<file path="config.mk">
export PLATFORM = sky130hd
export DESIGN_NAME = booth_mult_seq
export DESIGN_NICKNAME = d
export VERILOG_FILES = /design/src/rtl/mult_pkg.sv /design/src/rtl/booth_step.sv /design/src/rtl/booth_mult_seq.sv
export SDC_FILE = /design/constraint.sdc
export NUM_CORES = 1
export LEC_CHECK = 0
export BUFFER_PORTS_ARGS = -buffer_cell sky130_fd_sc_hd__buf_2
export CORE_MARGIN = 1
export CORE_UTILIZATION = 61
export DETAILED_ROUTE_END_ITERATION = 8
export PLACE_DENSITY = 0.84
export SETUP_SLACK_MARGIN = 0.1
export SYNTH_ARGS = -nofsm -noshare
export SYNTH_HDL_FRONTEND = slang
export SYNTH_HIERARCHICAL = 1
export SYNTH_SLANG_ARGS = --single-unit
export TNS_END_PERCENT = 100
</file>
<file path="constraint.sdc">
create_clock -name sysClk -period 5.9 [get_ports sysClk]
set_input_delay 1.18 -clock sysClk [delete_from_list [all_inputs] [get_ports sysClk]]
set_output_delay 1.18 -clock sysClk [all_outputs]
set_load 0.02 [all_outputs]
</file>
<file path="src/rtl/mult_pkg.sv">
// Shared types for the sequential Booth multiplier: FSM states and the
// radix-2 Booth pair decode.
package mult_pkg;

  typedef enum logic {
    IDLE,
    RUN
  } mult_state_t;

  typedef enum logic [1:0] {
    BOOTH_NOP = 2'b00,
    BOOTH_ADD = 2'b01,
    BOOTH_SUB = 2'b10
  } booth_op_t;

  // Pair is {q0, q-1}; 00 and 11 both leave the accumulator alone.
  function automatic booth_op_t booth_decode(input logic [1:0] pair);
    booth_op_t op;
    case (pair)
      2'b01:   op = BOOTH_ADD;
      2'b10:   op = BOOTH_SUB;
      default: op = BOOTH_NOP;
    endcase
    return op;
  endfunction

endpackage

</file>
<file path="src/rtl/booth_step.sv">
// One Booth radix-2 iteration: decode the low pair of P, add/sub M into the
// upper accumulator (modulo 2^(WIDTH+1)), then arithmetic-shift all of P right.
module booth_step
  import mult_pkg::*;
#(
  parameter int WIDTH = 32,
  localparam int PW   = 2 * (WIDTH + 1) + 1
) (
  input  logic [PW-1:0]  p,
  input  logic [WIDTH:0] m,
  output logic [PW-1:0]  p_next
);

  logic [WIDTH:0] acc;
  logic [WIDTH:0] acc_sum;
  logic [PW-1:0]  p_sum;

  assign acc = p[PW-1 -: WIDTH + 1];

  always_comb begin
    acc_sum = acc;
    case (booth_decode(p[1:0]))
      BOOTH_ADD: acc_sum = acc + m;
      BOOTH_SUB: acc_sum = acc - m;
      default:   acc_sum = acc;
    endcase
    p_sum  = {acc_sum, p[WIDTH+1:0]};
    p_next = {p_sum[PW-1], p_sum[PW-1:1]};
  end

endmodule

</file>
<file path="src/rtl/booth_mult_seq.sv">
// Sequential Booth radix-2 multiplier, signed or unsigned per operation,
// with start/busy/done handshake and synchronous abort.
module booth_mult_seq
  import mult_pkg::*;
#(
  parameter int WIDTH = 32,
  parameter int CNT_W = $clog2(WIDTH + 2)
) (
  input  logic                 sysClk,
  input  logic                 reset_n,
  input  logic                 start,
  input  logic                 signed_mode,
  input  logic                 abort,
  input  logic [WIDTH-1:0]     multiplicand,
  input  logic [WIDTH-1:0]     multiplier,
  output logic                 busy,
  output logic                 done,
  output logic [2*WIDTH-1:0]   product
);

  localparam int PW = 2 * (WIDTH + 1) + 1;

  mult_state_t      state;
  logic [WIDTH:0]   m_reg;
  logic [PW-1:0]    p_reg;
  logic [PW-1:0]    p_next;
  logic [CNT_W-1:0] cnt;
  logic [WIDTH:0]   a_ext;
  logic [WIDTH:0]   b_ext;

  // One extra bit lets the same signed Booth engine handle unsigned operands.
  always_comb begin
    a_ext = {signed_mode & multiplicand[WIDTH-1], multiplicand};
    b_ext = {signed_mode & multiplier[WIDTH-1], multiplier};
  end

  booth_step #(.WIDTH(WIDTH)) u_step (
    .p      (p_reg),
    .m      (m_reg),
    .p_next (p_next)
  );

  always_ff @(posedge sysClk) begin
    if (!reset_n) begin
      state   <= IDLE;
      busy    <= 1'b0;
      done    <= 1'b0;
      product <= '0;
      cnt     <= '0;
      m_reg   <= '0;
      p_reg   <= '0;
    end else begin
      done <= 1'b0;
      case (state)
        IDLE: begin
          if (start) begin
            m_reg <= a_ext;
            p_reg <= {{(WIDTH + 1){1'b0}}, b_ext, 1'b0};
            cnt   <= '0;
            busy  <= 1'b1;
            state <= RUN;
          end
        end
        RUN: begin
          if (abort) begin
            busy  <= 1'b0;
            state <= IDLE;
          end else begin
            p_reg <= p_next;
            cnt   <= cnt + CNT_W'(1);
            if (cnt == CNT_W'(WIDTH)) begin
              product <= p_next[2*WIDTH:1];
              done    <= 1'b1;
              busy    <= 1'b0;
              state   <= IDLE;
            end
          end
        end
        default: state <= IDLE;
      endcase
    end
  end

endmodule

</file>
==> results.cfg <==
[status]
run_status = complete, no violations

[timing]
timing.final.hold_violations = 0
timing_worst_slew_pin_value_ns = 1.18
slew_headroom = 0.210
skew_ns = 0.0162
achievable-frequency_mhz = 216
holdWs_ns = 0.453
period_minus_slack_ns = 4.63
rsz_0062_raised_after_global_routing = no
finalSetupViolCount = 0
final_critical_path_setup_slack_ns = 1.27
report.final.slew_viol_count = 0
period_share = 0.785
fin_setup_tns_ns = 0

[grt]
number_of_global_route_vias_before_repair = 8041
grt-busiest-layer = met2
grt_start_max_net_pins = 79
grtUsageTotal = 0.288
met3_capacity_usage_during_global_routing = 0.0554
antenna_found_initial = 0
grt_util_met1 = 0.380
grt_first_pass_wirelength_um = 39200
overflow = 0
grt.met2_usage = 0.473

[route]
initialDrtViolationCount = 658
remaining_drc_errors = 0
drtAntennaViolNets = 0
dr_total_vias = 8946
firstDrtPassIters = 5
post_drt_wl_per_cell_um = 15.7
totalWireLength_um = 24100
detail_route.vias_per_cell = 5.82

[clocking]
clockRootBuffer = sky130_fd_sc_hd__clkbuf_16
cts_inserted_buffers = 17
cts_htree_levels = 4
maximum_buffer_depth_of_the_clock_tree = 2
cts.sink_count = 173
post-cts-setup-buffer-count = 0
cts.clk_slew.worst_paths_ns = 0.08
worstSkewPairLatency_ns = 0.44
tritoncts = done
postCtsResizedCells = 0
holdBufCountCts = 0

[placement]
detailedPlace.worstSlack_ns = 1.39
placedInstanceArea_mm2 = 0.0104
detailed_place_hpwl_um = 16500
port_buffers = 134
routabilityCongestion = 0.936
place_inst = 1504

[die]
top_level_ports = 135
initial_utilization = 0.629
placeableCoreArea_mm2 = 0.0160
die_height_um = 130
overall_die_width_um = 130
std_cell_rows = 46
floorplan.die_area_mm2 = 0.0170

[layout]
antenna-diode-count = 0
largest_register_ff_count = 67
seq_area_mm2 = 0.00346
multi_input_gate_area_in_the_final_layout_mm2 = 0.00582
nFillCells = 1402
syn2layout_area_growth_pct = 9.00
drive_above_1_share = 0.148
stdcell_count = 1536
final_nets = 1413
stdcell_area_mm2 = 0.0110

[synth]
syn-mean-instance-area_um2 = 7.95
synthesis.instances = 1266
post_synth_fa_ha_maj_area_fraction = 0.0468
synth_largest_area_cell = sky130_fd_sc_hd__dfxtp_1
synth-seq-area-share = 0.344
synth_area_leaders = sky130_fd_sc_hd__dfxtp_1 34%, sky130_fd_sc_hd__nand2_1 11%, sky130_fd_sc_hd__mux2i_1 9.9%, sky130_fd_sc_hd__a21oi_1 6.0%, sky130_fd_sc_hd__ha_1 4.5%
synth_area_in_compound_gates = 0.160
postSynth.topFlopCell = sky130_fd_sc_hd__dfxtp_1
post_synth_instance_area_mm2 = 0.0101
netlist_top_cells_count = 287 x sky130_fd_sc_hd__nand2_1, 173 x sky130_fd_sc_hd__dfxtp_1, 121 x sky130_fd_sc_hd__a21oi_1, 100 x sky130_fd_sc_hd__mux2i_1, 56 x sky130_fd_sc_hd__nand3_1
synth.mux.area_fraction = 0.102
cell_with_the_most_instances_after_synthesis = sky130_fd_sc_hd__nand2_1
synth_top_cell_area_share = 0.344
synth_cell_types = 68
synth_simple_gate_area_frac = 0.222
syn_nets = 1372
main_combinational_cell_family_by_area_after_synthesis = simple AND/OR/NAND/NOR gates
asyncSetResetFlopFracSynth = 0
synth-xor-area-share = 0.0453
ys_warn_count = 6
synth_edf_count = 0
post_synthesis_sequential_element_count = 173

[setup_path]
timing.critical_path.cells = inv_1 > ha_1 > or4b_4 > nor3_1 > nand2_1 > nor2_1 > nor2_1 > xnor2_1 > ha_1 > a21oi_1 > o21bai_1 > a221o_1 > a31oi_1 > o221ai_1 > a21oi_1 > mux2_2 > o221a_2 > nand2_1 > mux2i_1
critical_path.max_fanout = 8
crit_type = reg -> reg
startpoint_of_the_worst_slack_reg_to_reg_timing_path = m_reg[0]
timing.critical_path.arrival_ns = 4.90
critical_path.endpoint_type = flip-flop
r2r_setup_slack_ns = 1.27
required_ns = 6.17
slowest_delay_ns = 0.50
worst_r2r_path_depth = 19
setup.worst_path.start_class = flip-flop
critical_path.reg2reg.endpoint = product[61]
path_delay_family = simple AND/OR/NAND/NOR gates
worstPathBufferInverterCount = 1
critical_path.slowest_cell = sky130_fd_sc_hd__or4b_4

[pwr]
pwr_density_cell_mw_per_mm2 = 275
leakage_uw = 0.00425
vdd_drop_max_mv = 0.217

[worst_hold_path]
min_from = product[30]
whs_path_depth = 2
hp-class = reg -> reg
hold-path-endpoint = product[30]

[flow_run]
timing.max_cap.violations = 0
where the power goes:
group | total [uW] | switching [uW] | internal (uW) | leakage (uW)
Clock | 1120 | 547 | 572 | 0.000293
Combinational | 632 | 383 | 249 | 0.00254
Sequential | 1270 | 54.6 | 1210 | 0.00141
cell usage in the layout, fill, tap and decap left out, drive strengths merged, types with 14 or more instances in the layout:
cell type,instances
a21o,14
mux2i,100
o21ai,38
inv,30
clkbuf,17
nor3,53
nand3,56
a21oi,121
dfxtp,173
buf,142
nor2,46
xnor2,46
ha,36
a211oi,36
nand2,287
metal layers:
layer | routed length, um | vias up
li1 | - | 4448
met1 | 11100 | 4207
met2 | 11300 | 252
met3 | 1230 | 39
met4 | 453 | 0
met5 | 0 | -
logic make-up (layout without fill, tap and decap cells):
family	after synthesis	in the layout
mux	102	102
flops	173	173
simple gates	496	496
compound gates	264	264
xor+xnor	52	52
fa+ha+maj	37	37
buf+inv	142	196
through the flow:
step	power [uW]	utilization
2_1_floorplan	1800	-
3_3_place_gp	1900	0.648
3_5_place_dp	1910	0.648
4_1_cts	3020	0.685
5_1_grt	3150	0.685
6_report	3020	0.685
worst reg2reg max path, cell delays in order (launching register included):
cell                       delay, ns
sky130_fd_sc_hd__dfxtp_1        0.35
sky130_fd_sc_hd__inv_1          0.07
sky130_fd_sc_hd__ha_1           0.17
sky130_fd_sc_hd__or4b_4         0.50
sky130_fd_sc_hd__nor3_1         0.34
sky130_fd_sc_hd__nand2_1        0.14
sky130_fd_sc_hd__nor2_1         0.37
sky130_fd_sc_hd__nor2_1         0.10
sky130_fd_sc_hd__xnor2_1        0.14
sky130_fd_sc_hd__ha_1           0.39
sky130_fd_sc_hd__a21oi_1        0.29
sky130_fd_sc_hd__o21bai_1       0.14
sky130_fd_sc_hd__a221o_1        0.34
sky130_fd_sc_hd__a31oi_1        0.23
sky130_fd_sc_hd__o221ai_1       0.16
sky130_fd_sc_hd__a21oi_1        0.16
sky130_fd_sc_hd__mux2_2         0.34
sky130_fd_sc_hd__o221a_2        0.13
sky130_fd_sc_hd__nand2_1        0.06
sky130_fd_sc_hd__mux2i_1        0.08
layout make-up:
| class | instances | share of cell area |
|---|---|---|
| clock buffers | 17 | 0.0388 |
| well taps | 216 | 0.0246 |
| inverters | 22 | 0.00753 |
| repair buffers | 142 | 0.0669 |
| multi-input cells | 951 | 0.531 |
| clock inverters | 15 | 0.0157 |
| flip-flops and latches | 173 | 0.316 |
worst max path at each step:
stage                        endpoint       from  cells after the start  slack (ns)
after floorplan             p_reg[66]  m_reg[17]                     18        1.89
after global placement    product[61]   m_reg[0]                     19        1.48
after detailed placement  product[61]   m_reg[0]                     19        1.39
after CTS                 product[61]   m_reg[0]                     19        1.34
after global routing      product[61]   m_reg[0]                     19        0.96
final                     product[61]   m_reg[0]                     19        1.27
(Power assumes the default switching activity.)
